File: config.mk
export PLATFORM = sky130hd
export DESIGN_NAME = smc_slot_responder
export DESIGN_NICKNAME = d
export VERILOG_FILES = /design/src/rtl/smc_pkg.sv /design/src/rtl/smc_slot_table.sv /design/src/rtl/smc_slot_responder.sv
export SDC_FILE = /design/constraint.sdc
export NUM_CORES = 1
export LEC_CHECK = 0
export ABC_AREA = 1
export CORE_MARGIN = 2
export CORE_UTILIZATION = 28
export DETAILED_ROUTE_END_ITERATION = 12
export SLEW_MARGIN = 20
export SYNTH_ARGS = -nofsm -noshare
export SYNTH_HDL_FRONTEND = slang
export SYNTH_SLANG_ARGS = --single-unit
File: constraint.sdc
create_clock -name clk -period 3.43 [get_ports clk]
set_clock_uncertainty 0.15 [all_clocks]
set_input_delay 0.686 -clock clk [delete_from_list [all_inputs] [get_ports clk]]
set_output_delay 0.686 -clock clk [all_outputs]
set_load 0.02 [all_outputs]
File: src/rtl/smc_pkg.sv
// Shared types and defaults for the slot-memory-controller endpoint lookup.
package smc_pkg;

   localparam int SMC_NUM_SLOTS_DEF = 16;
   localparam int SMC_EP_W_DEF      = 8;

   // Reference layouts at default width; modules rebuild them with their own EP_W.
   typedef struct packed {
      logic                    valid;
      logic [SMC_EP_W_DEF-1:0] ep_id;
   } ep_lookup_t;

   typedef struct packed {
      logic                    valid;
      logic [SMC_EP_W_DEF-1:0] ep_id;
   } slot_t;

   typedef enum logic [1:0] {
      ST_IDLE = 2'd0,
      ST_SCAN = 2'd1,
      ST_RESP = 2'd2
   } smc_state_e;

endpackage

File: src/rtl/smc_slot_table.sv
// Slot table: NUM_SLOTS {valid, ep_id} registers, one sync write port,
// one combinational read port, cleared by synchronous reset.
module smc_slot_table
   import smc_pkg::*;
#(
   parameter  int NUM_SLOTS  = SMC_NUM_SLOTS_DEF,
   parameter  int EP_W       = SMC_EP_W_DEF,
   localparam int SLOT_IDX_W = $clog2(NUM_SLOTS)
) (
   input  logic                  clk,
   input  logic                  rst,
   input  logic                  we_i,
   input  logic [SLOT_IDX_W-1:0] wr_idx_i,
   input  logic                  wr_valid_i,
   input  logic [EP_W-1:0]       wr_ep_id_i,
   input  logic [SLOT_IDX_W-1:0] rd_idx_i,
   output logic                  rd_valid_o,
   output logic [EP_W-1:0]       rd_ep_id_o
);

   typedef struct packed {
      logic            valid;
      logic [EP_W-1:0] ep_id;
   } entry_t;

   entry_t [NUM_SLOTS-1:0] tbl_q;

   always_ff @(posedge clk) begin
      if (rst) begin
         tbl_q <= '0;
      end else if (we_i) begin
         tbl_q[wr_idx_i] <= '{valid: wr_valid_i, ep_id: wr_ep_id_i};
      end
   end

   // Read sees the registered value, so a same-cycle write is not visible yet.
   assign rd_valid_o = tbl_q[rd_idx_i].valid;
   assign rd_ep_id_o = tbl_q[rd_idx_i].ep_id;

endmodule

File: src/rtl/smc_slot_responder.sv
// Endpoint-lookup responder: sequentially scans the slot table for the lowest
// valid slot bound to the requested endpoint and returns hit + slot index.
module smc_slot_responder
   import smc_pkg::*;
#(
   parameter  int NUM_SLOTS  = SMC_NUM_SLOTS_DEF,
   parameter  int EP_W       = SMC_EP_W_DEF,
   localparam int SLOT_IDX_W = $clog2(NUM_SLOTS)
) (
   input  logic                  clk,
   input  logic                  rst,
   input  logic                  req_valid,
   output logic                  req_ready,
   input  logic [EP_W-1:0]       req_ep_id,
   output logic                  rsp_valid,
   input  logic                  rsp_ready,
   output logic                  rsp_hit,
   output logic [SLOT_IDX_W-1:0] rsp_slot,
   input  logic                  cfg_we,
   input  logic [SLOT_IDX_W-1:0] cfg_slot,
   input  logic [EP_W-1:0]       cfg_ep_id,
   input  logic                  cfg_valid
);

   localparam logic [SLOT_IDX_W-1:0] LAST_IDX = SLOT_IDX_W'(NUM_SLOTS - 1);

   smc_state_e            state_q, state_d;
   logic [SLOT_IDX_W-1:0] idx_q,   idx_d;
   logic [EP_W-1:0]       ep_q,    ep_d;
   logic                  hit_q,   hit_d;
   logic [SLOT_IDX_W-1:0] slot_q,  slot_d;

   logic                  tbl_valid;
   logic [EP_W-1:0]       tbl_ep_id;

   smc_slot_table #(
      .NUM_SLOTS (NUM_SLOTS),
      .EP_W      (EP_W)
   ) u_table (
      .clk        (clk),
      .rst        (rst),
      .we_i       (cfg_we),
      .wr_idx_i   (cfg_slot),
      .wr_valid_i (cfg_valid),
      .wr_ep_id_i (cfg_ep_id),
      .rd_idx_i   (idx_q),
      .rd_valid_o (tbl_valid),
      .rd_ep_id_o (tbl_ep_id)
   );

   assign req_ready = !rst && (state_q == ST_IDLE);
   assign rsp_valid = (state_q == ST_RESP);
   assign rsp_hit   = hit_q;
   assign rsp_slot  = slot_q;

   always_comb begin
      state_d = state_q;
      idx_d   = idx_q;
      ep_d    = ep_q;
      hit_d   = hit_q;
      slot_d  = slot_q;
      case (state_q)
         ST_IDLE: begin
            if (req_valid && req_ready) begin
               ep_d    = req_ep_id;
               idx_d   = '0;
               state_d = ST_SCAN;
            end
         end
         ST_SCAN: begin
            if (tbl_valid && (tbl_ep_id == ep_q)) begin
               hit_d   = 1'b1;
               slot_d  = idx_q;
               state_d = ST_RESP;
            end else if (idx_q == LAST_IDX) begin
               hit_d   = 1'b0;
               slot_d  = '0;
               state_d = ST_RESP;
            end else begin
               idx_d = idx_q + 1'b1;
            end
         end
         // Handshake returns to IDLE; a new request waits for the next cycle.
         ST_RESP: begin
            if (rsp_ready) state_d = ST_IDLE;
         end
         default: state_d = ST_IDLE;
      endcase
   end

   always_ff @(posedge clk) begin
      if (rst) begin
         state_q <= ST_IDLE;
         idx_q   <= '0;
         ep_q    <= '0;
         hit_q   <= 1'b0;
         slot_q  <= '0;
      end else begin
         state_q <= state_d;
         idx_q   <= idx_d;
         ep_q    <= ep_d;
         hit_q   <= hit_d;
         slot_q  <= slot_d;
      end
   end

endmodule

==> results.md <==
- Most common cell in the synthesized netlist: nand2_1
- Post-cts sizing count: 0
- Simple-gate area share of the yosys netlist: 0.236
- CP bufs+invs: 1
- DRC viols: 0
- Die area: 28600 um2
- CP Max Fanout: 34
- Inserted Diodes: 0
- F_max: 357 MHz
- Core area: 26900 um2
- Largest family of logic cells by synthesized area: simple AND/OR/NAND/NOR gates
- Relative slew slack: 0.416
- Area leader, netlist: dfxtp_1
- Final Hold Vio Count: 0
- CTS tree: yes
- Post-synthesis mux area share: 0
- First-pass DRT Iterations: 5
- Vias in the first global route: 6301
- Slew @ Worst Pin: 873 ps
- I/O Buffers: 32
- Routed via count: 7031
- WL met1: 9.84 mm
- Largest net degree at the start of global routing: 158
- Synthesis-stage register bit count: 163
- Setup Buffers After CTS: 0
- Synth Area in Compound Gates: 0.204
- Worst-case clock buffer depth: 2
- Pwr Density: 538 nW/um2
- Synth top cells by count: nand2_1, dfxtp_1, inv_1, o21ai_0, a21oi_1
- Synthesized cell area: 7630 um2
- Critical Path AT: 3020 ps
- Clock power frac: 0.441
- Setup violators final: 0
- XOR/XNOR Fraction of Synth Area: 0
- Setup TNS: 0 ps
- Post-Syn Nets: 1163
- Iteration-0 DRC Markers: 626
- Area share of the largest cell type after synthesis: 0.428
- CTS Buf Count: 17
- GRT Overall Usage: 0.151
- Top cell by count, worst path: nor2_1
- Final WL: 21.4 mm
- GPL Wtd Cong: 0.812
- Util after Layout: 0.326
- Family with the most delay on the worst path: simple AND/OR/NAND/NOR gates
- Number of antenna violations at the first check in global routing: 0
- Routed length per instance: 14.5 um
- Net Sw Power: 1.27 mW
- Fin nets: 1150
- Layout area overhead: 14.7%
- Hold_ws: 299 ps
- Total gr overflow: 0
- Slew Limit Fails: 0
- Ys Warns: 0
- CTS Root Cell: clkbuf_16
- Synth Flop Type: dfxtp_1
- Synth top area cells: dfxtp_1, o21ai_0, nand2_1
- Tmin final: 2800 ps
- DR WL met2: 10.4 mm
- Reg-to-reg startpoint: idx_q[0]$_SDFFE_PP0P_
- CTS sink count: 163
- Detail-routed via count per cell: 4.76
- Internal power: 3.43 mW
- Register area share after synthesis: 0.428
- Area share of fa/ha/maj cells after synthesis: 0.00164
- Sw Ratio: 0.271
- Rows: 60
- Hold_sp: u_table.tbl_q[39]$_SDFFE_PP0P_
- Antenna Nets Post-Route: 0
- CTS Hold Bufs: 0
- I/O Pins: 33
- Slowest cell on crit path: dfxtp_4
- Sequential share of power: 0.420
- CP startpoint: idx_q[0]$_SDFFE_PP0P_
- First-pass GRT wire length: 33.8 mm
- Layout Cells excl Fill: 1477
- Placed Cells incl. Taps: 1445
- Tcrit/Tclk final: 0.816
- Clk Latency, worst-skew pair: 430 ps
- H-tree depth: 4
- Distinct cells, synth: 25
- RSZ-0062 raised after global routing: false
- Reg2Reg Setup Slack: 630 ps
- Data required, critical path: 3650 ps
- Wire length on met3: 744 um
- Worst-path cell chain: buf_4 > nor2_1 > nor2_1 > nand2_1 > nand3_1 > nand3_1 > nand3_1 > nand2_1 > nor2_1 > nand2_1 > nor2_2 > nand3_2 > nand3_2 > nor2_1 > nor2_1
- Comb pwr share: 0.139
- Maxcap violations: 0
- FFs w/ async S/R, synth: 0
- Post-DP HPWL: 13.2 mm
- Worst VDD drop: 0.000356 V
- Min-Delay Path Class: flop to flop
- Die Y: 169 um
- Avg Inst Size Synth: 6.72 um2
- Startpoint type of the worst setup path: flop
- Mapped Cells: 1136
- Clock slew at reported path FFs: 60 ps
- Max stage delay on crit path: 550 ps
- Chip Width: 169 um
- Critical path class: flop to flop
- Share of post-route cells with drive strength above 1: 0.0484
- CP endpoint kind: flop
- Leakage power: 3.43 nW
- Status: completed
- EDFF count, synth: 0
- Initial Util: 0.284
- Highest metal used: met4
-- cell families after synthesis --
| group | count (synthesis) |
|---|---|
| buffers and inverters | 240 |
| AOI/OAI and AO/OA | 306 |
| DFF | 163 |
| adders and majority gates | 1 |
| and+or+nand+nor | 426 |
-- placed cells by master (no fill, tap or decap) --
master           count
dfxtp_4              1
bufinv_16            4
inv_1              161
clkbuf_1             1
nor2_2               2
nor2_4               1
o21ai_1              1
clkinvlp_4           1
nand3_1            118
clkinv_2             4
o21ai_0            161
buf_4                9
clkdlybuf4s50_1     32
dfxtp_1            162
ha_1                 1
or2_2                1
nand2_2              1
nand4_1              3
nor3_1               6
clkinv_4             4
a21oi_1            135
clkbuf_8             1
clkbuf_16           18
nor2_1             101
o31ai_1              1
inv_4                1
buf_12               2
o211ai_1             8
nand2_1            190
nand3_2              3
inv_2                2
-- power groups by stage --
stage | Sequential, mW | Clock (mW) | Combinational [mW]
2_1_floorplan | 2.00 | 0 | 0.491
3_3_place_gp | 2.02 | 0 | 0.646
3_5_place_dp | 2.02 | 0 | 0.651
4_1_cts | 1.98 | 2.11 | 0.655
5_1_grt | 1.98 | 2.18 | 0.733
6_report | 1.98 | 2.08 | 0.653
-- state kept, by name (all words and copies together), names as in the netlist --
| register | cells |
|---|---|
| idx_q | 4 |
| u_table.tbl_q | 144 |
| rsp_hit | 1 |
| rsp_slot | 4 |
| state_q | 2 |
| ep_q | 8 |
-- stage by stage --
step | area (um2) | power (mW) | worst slack [ps]
6_report | 8750 | 4.71 | 630
5_1_grt | 8750 | 4.90 | 422
4_1_cts | 8750 | 4.74 | 622
3_5_place_dp | 8110 | 2.67 | 622
3_3_place_gp | 8110 | 2.67 | 636
2_1_floorplan | 7630 | 2.49 | 1210
-- worst paths after layout --
path | to | cells past startpoint
hold reg to reg | u_table.tbl_q[39]$_SDFFE_PP0P_ | 2
hold / removal | u_table.tbl_q[39]$_SDFFE_PP0P_ | 2
setup / recovery | idx_q[2]$_SDFFE_PP0P_ | 15
setup reg to reg | idx_q[2]$_SDFFE_PP0P_ | 15
-- layer usage --
layer,track usage,vias to the layer above
met5,0,-
met4,0.0580,0
met3,0.0227,27
met2,0.258,118
met1,0.192,3267
li1,-,3619
-- worst register-to-register path, delay by kind of cell (launching register included) --
kind / cells / cell delay [ps]
buf+inv: 1 / 400
simple gates: 14 / 1610
flops: 1 / 550
-- cell type report --
type                    count  area [um2]
fillers                  2889       18100
multi-input cells         733        3360
well taps                 341         427
flip-flops and latches    163        3270
clock buffers              20         468
repair buffers             43         428
inverters                 165         623
clock inverters            12         178
(Power assumes the default switching activity.)
